`config.mk`:
```
export PLATFORM = sky130hd
export DESIGN_NAME = turn_signal_sequencer
export DESIGN_NICKNAME = d
export VERILOG_FILES = /design/src/rtl/turn_signal_sequencer_pkg.sv /design/src/rtl/turn_signal_sequencer_step_timer.sv /design/src/rtl/turn_signal_sequencer.sv
export SDC_FILE = /design/constraint.sdc
export NUM_CORES = 1
export LEC_CHECK = 0
export ABC_AREA = 1
export BUFFER_PORTS_ARGS = -buffer_cell sky130_fd_sc_hd__clkbuf_2
export CORE_ASPECT_RATIO = 0.6
export CORE_MARGIN = 1
export CORE_UTILIZATION = 61
export DETAILED_ROUTE_END_ITERATION = 7
export PLACE_DENSITY = 0.95
export SETUP_SLACK_MARGIN = 0.3
export SLEW_MARGIN = 20
export SYNTH_ARGS = -nofsm -noshare
export SYNTH_HDL_FRONTEND = slang
export SYNTH_SLANG_ARGS = --single-unit
```
`constraint.sdc`:
```
create_clock -name clk -period 2.3 [get_ports clk]
set_input_delay 0.23 -clock clk [delete_from_list [all_inputs] [get_ports clk]]
set_output_delay 0.23 -clock clk [all_outputs]
set_load 0.005 [all_outputs]
```
`src/rtl/turn_signal_sequencer_pkg.sv`:
```
// Shared encodings for the turn signal sequencer: mode codes
// and the 3-lamp patterns used by the lamp decoder.
package turn_signal_sequencer_pkg;

    localparam logic [1:0] MODE_IDLE   = 2'b00;
    localparam logic [1:0] MODE_LEFT   = 2'b01;
    localparam logic [1:0] MODE_RIGHT  = 2'b10;
    localparam logic [1:0] MODE_HAZARD = 2'b11;

    localparam logic [2:0] PAT_STEP0 = 3'b000;
    localparam logic [2:0] PAT_STEP1 = 3'b001;
    localparam logic [2:0] PAT_STEP2 = 3'b011;
    localparam logic [2:0] PAT_STEP3 = 3'b111;

    localparam logic [2:0] ALL_ON  = 3'b111;
    localparam logic [2:0] ALL_OFF = 3'b000;

    // Sweep grows outward from the innermost lamp (bit0).
    function automatic logic [2:0] step_pattern(
        input logic [1:0] s
    );
        logic [2:0] p;
        case (s)
            2'd0:    p = PAT_STEP0;
            2'd1:    p = PAT_STEP1;
            2'd2:    p = PAT_STEP2;
            default: p = PAT_STEP3;
        endcase
        return p;
    endfunction

    function automatic logic [2:0] brake_pattern(
        input logic b
    );
        return b ? ALL_ON : ALL_OFF;
    endfunction

endpackage

```
`src/rtl/turn_signal_sequencer_step_timer.sv`:
```
// Free-running prescaler producing a one-cycle tick every
// TICK_DIV clocks, restarting from zero on reset.
module step_timer #(
    parameter int TICK_DIV = 4,
    parameter int CNT_W    = 16
) (
    input  logic clk,
    input  logic reset,
    output logic tick
);

    localparam logic [CNT_W-1:0] LAST = CNT_W'(TICK_DIV - 1);

    logic [CNT_W-1:0] cnt_q;
    logic [CNT_W-1:0] cnt_d;
    logic             last;

    assign last = (cnt_q == LAST);

    always_comb begin
        cnt_d = cnt_q + 1'b1;
        if (last) begin
            cnt_d = '0;
        end
    end

    always_ff @(posedge clk or posedge reset) begin
        if (reset) begin
            cnt_q <= '0;
        end else begin
            cnt_q <= cnt_d;
        end
    end

    assign tick = last;

endmodule

```
`src/rtl/turn_signal_sequencer.sv`:
```
// Turn signal sequencer: tick-paced mode/step FSM with a
// registered per-cycle lamp decode (brake acts between ticks).
module turn_signal_sequencer
    import turn_signal_sequencer_pkg::*;
#(
    parameter int TICK_DIV = 4,
    parameter int CNT_W    = 16
) (
    input  logic       clk,
    input  logic       reset,
    input  logic       left_req,
    input  logic       right_req,
    input  logic       hazard_req,
    input  logic       brake,
    output logic [2:0] lamp_l,
    output logic [2:0] lamp_r,
    output logic [1:0] mode,
    output logic [1:0] step
);

    logic       tick;
    logic [1:0] req_mode;

    logic [1:0] mode_q;
    logic [1:0] mode_d;
    logic [1:0] step_q;
    logic [1:0] step_d;

    logic [2:0] lamp_l_q;
    logic [2:0] lamp_l_d;
    logic [2:0] lamp_r_q;
    logic [2:0] lamp_r_d;

    step_timer #(
        .TICK_DIV (TICK_DIV),
        .CNT_W    (CNT_W)
    ) u_timer (
        .clk   (clk),
        .reset (reset),
        .tick  (tick)
    );

    always_comb begin
        req_mode = MODE_IDLE;
        if (hazard_req) begin
            req_mode = MODE_HAZARD;
        end else if (left_req && !right_req) begin
            req_mode = MODE_LEFT;
        end else if (right_req && !left_req) begin
            req_mode = MODE_RIGHT;
        end
    end

    // A mode switch restarts the sweep at step 1 so the first
    // lamp lights immediately, with no dark IDLE gap.
    always_comb begin
        mode_d = mode_q;
        step_d = step_q;
        if (tick) begin
            if (req_mode != mode_q) begin
                mode_d = req_mode;
                step_d = (req_mode == MODE_IDLE) ? 2'd0 : 2'd1;
            end else if (mode_q != MODE_IDLE) begin
                step_d = step_q + 2'd1;
            end else begin
                step_d = 2'd0;
            end
        end
    end

    always_comb begin
        lamp_l_d = ALL_OFF;
        lamp_r_d = ALL_OFF;
        case (mode_q)
            MODE_LEFT: begin
                lamp_l_d = step_pattern(step_q);
                lamp_r_d = brake_pattern(brake);
            end
            MODE_RIGHT: begin
                lamp_l_d = brake_pattern(brake);
                lamp_r_d = step_pattern(step_q);
            end
            MODE_HAZARD: begin
                lamp_l_d = step_q[0] ? ALL_ON : ALL_OFF;
                lamp_r_d = step_q[0] ? ALL_ON : ALL_OFF;
            end
            default: begin
                lamp_l_d = brake_pattern(brake);
                lamp_r_d = brake_pattern(brake);
            end
        endcase
    end

    always_ff @(posedge clk or posedge reset) begin
        if (reset) begin
            mode_q <= MODE_IDLE;
            step_q <= 2'd0;
        end else begin
            mode_q <= mode_d;
            step_q <= step_d;
        end
    end

    always_ff @(posedge clk or posedge reset) begin
        if (reset) begin
            lamp_l_q <= ALL_OFF;
            lamp_r_q <= ALL_OFF;
        end else begin
            lamp_l_q <= lamp_l_d;
            lamp_r_q <= lamp_r_d;
        end
    end

    assign mode   = mode_q;
    assign step   = step_q;
    assign lamp_l = lamp_l_q;
    assign lamp_r = lamp_r_q;

endmodule

```
==> impl_metrics.py <==
metrics = {
    "setup_path": {
        "critPathTopFamily": "simple AND/OR/NAND/NOR gates",
        "crit_fanout": 7,
        "r2r_end": "step[0]",
        "worstPathArrival_ns": 1.83,
        "cp.buffers_inverters": 2,
        "critPathLaunch": "u_timer.cnt_q[0]",
        "crit_path_start_kind": "register",
        "cpMaxStageDelayCell": "dfrtp_1",
        "r2r_slack_ns": 0.68,
        "rr_startpoint": "u_timer.cnt_q[0]",
        "r2r_cells": 9,
        "crit_path_max_incr_delay_ns": 0.43,
        "worstPathCellList": "ha_1 > inv_1 > nor2_1 > nand2_1 > nor2_1 > nand2_2 > inv_2 > nand3_1 > nand2_1",
        "crit_path_end_kind": "register",
        "required_ns": 2.51,
        "critPathKind": "reg -> reg",
    },
    "floorplanning": {
        "top_level_ports": 16,
        "core_area_sq_um": 2180,
        "dieArea_sq_um": 2520,
        "fp.dieW_um": 64.2,
        "start_util_pct": 64.9,
        "rows": 13,
        "die_h_um": 39.3,
    },
    "sta": {
        "rsz0062_at_grt": "false",
        "hold_violations": 0,
        "hold_slack_ns": 0.128,
        "layout_setup_ws_ns": 0.685,
        "setup_tns_ns": 0,
        "period_needed_ns": 1.62,
        "max_freq_mhz": 619,
        "skew_ns": 0.00730,
        "max-slew-margin-rel_pct": 39.7,
        "maxSlewViolCount": 0,
        "setup_violations": 0,
        "fin_crit_sh_pct": 70.2,
        "worstMarginPinSlew_ns": 0.903,
    },
    "power_and_ir_drop": {
        "powerDensity_nw_per_um2": 551,
        "p_leak_nw": 0.953,
        "vdd_ir_drop_max_mv": 0.476,
    },
    "clock_network": {
        "cts_sinks": 26,
        "clkTransAtPathRegs_ns": 0.08,
        "numCtsBuffers": 3,
        "clockBufferDepth": 2,
        "clkLatencyLatePin_ns": 0.27,
        "cts_tree": "yes",
        "cts_root_buffer": "clkbuf_8",
        "h-tree-depth": 1,
        "hold_buffers": 0,
        "cts_setup_buffers": 0,
        "post_cts_resized": 0,
    },
    "grt": {
        "grt_max_degree": 27,
        "gr-total-overflow": 0,
        "grt_pass1_vias": 1160,
        "antenna_found_initial": 0,
        "grt_usage_pct": 28.4,
        "grt_pass1_wl_um": 5060,
    },
    "detailed_routing": {
        "drt_pass1_iterations": 4,
        "drt_wl_total_um": 2930,
        "vias_per_cell": 5.12,
        "drc": 0,
        "ant_nets": 0,
        "drt_iter0_drc": 44,
        "post_drt_wl_per_cell_um": 12.8,
        "vias": 1172,
    },
    "place": {
        "io_buffers": 15,
        "placed_cells": 225,
        "place_congestion": 0.856,
        "hpwlAfterDp_um": 2210,
        "place_ws_ns": 0.809,
    },
    "cells_and_area": {
        "layout-drive-gt1-share_pct": 18.1,
        "seq_area_sq_um": 651,
        "syn_to_final_growth_pct": 11.8,
        "layout.cells.non_filler": 229,
        "multi_input_area_sq_um": 633,
        "final_nets": 210,
        "antenna_cells": 0,
        "filler_cell_count": 161,
    },
    "yosys": {
        "synth_area_sq_um": 1420,
        "synth_seq_cells": 26,
        "yosys.area.top_type": "dfrtp_1",
        "ys_types": 20,
        "synth_top_area_share_pct": 46.0,
        "syn_avg_cell_area_sq_um": 7.86,
        "synthCells": 180,
        "synth_nets": 190,
        "ys_top_cells_by_area": "dfrtp_1 46%, nand2_1 12%, inv_1 8.5%, nor2_1 6.1%, xor2_1 5.0%",
        "yosys_warnings": 0,
        "ys_seq_area_share_pct": 46.0,
    },
    "worst_hold_path": {
        "min_path_type": "in -> async",
    },
    "status": {
        "status": "finished, final reports clean",
    },
    "job": {
        "maxCapViolCount": 0,
    },
}
-- stage by stage --
step | utilization [%] | area, sq um | power [W]
floorplan | - | 1420 | 0.000552
global placement | 70.1 | 1530 | 0.000587
detailed placement | 70.1 | 1530 | 0.000595
CTS | 72.6 | 1580 | 0.000877
global route | 72.6 | 1580 | 0.000913
finish | 72.6 | 1580 | 0.000872
-- area by class of cell --
cell class                 count  area share [%]
clock buffer                   4            3.48
inverter                      35            8.30
multi-input combinational    119            40.0
sequential                    26            41.1
tap                           30            2.37
timing repair buffer          15            4.74
-- power breakdown --
part | leakage [nW] | switching, W | internal [W]
combinational | 0.588 | 0.0000570 | 0.0000361
sequential | 0.337 | 0.0000160 | 0.000478
clock | 0.0288 | 0.000133 | 0.000153
-- cell usage in the layout (no fill, tap or decap), drive strengths merged --
cell / count
inv: 35
xnor2: 2
ha: 4
xor2: 8
o211ai: 1
nor3b: 1
nand2: 53
nor3: 1
nand3: 14
nor2: 27
dfrtp: 26
o21ai: 8
clkbuf: 19
-- metal layers --
metal	GRT usage, %	wire length, um	vias up
met5	0	0	-
met1	33.0	1220	544
met3	6.69	167	11
met2	53.7	1500	40
li1	-	-	577
met4	10.0	49	0
-- worst max-delay path by stage --
| stage | depth (start not counted) | slack (ns) | end |
|---|---|---|---|
| floorplan | 8 | 1.03 | u_timer.cnt_q[12] |
| global placement | 8 | 1.00 | u_timer.cnt_q[12] |
| detailed placement | 9 | 0.81 | step[0] |
| CTS | 9 | 0.77 | step[0] |
| global route | 9 | 0.54 | step[0] |
| finish | 9 | 0.68 | step[0] |
-- flip-flops by register name, summed over array words and instances, names as in the netlist --
| name | flops |
|---|---|
| lamp_r | 3 |
| u_timer.cnt_q | 16 |
| step | 2 |
| mode | 2 |
| lamp_l | 3 |
-- Yosys cell counts, drive strengths merged --
library cell and count:
nand2 53, inv 35, nor2 27, dfrtp 26
nand3 14, o21ai 8, xor2 8, ha 4
xnor2 2, nor3 1, nor3b 1, o211ai 1
-- kinds of logic (layout without fill, tap and decap cells) --
kind of cell	after synthesis	in the layout	share of synthesized area (%)
compound gates	9	9	3.63
xor+xnor	10	10	6.19
fa+ha+maj	4	4	3.54
buf+inv	35	54	9.28
flops	26	26	46.0
simple gates	96	96	31.4
Power figures use the tool's default switching activity.
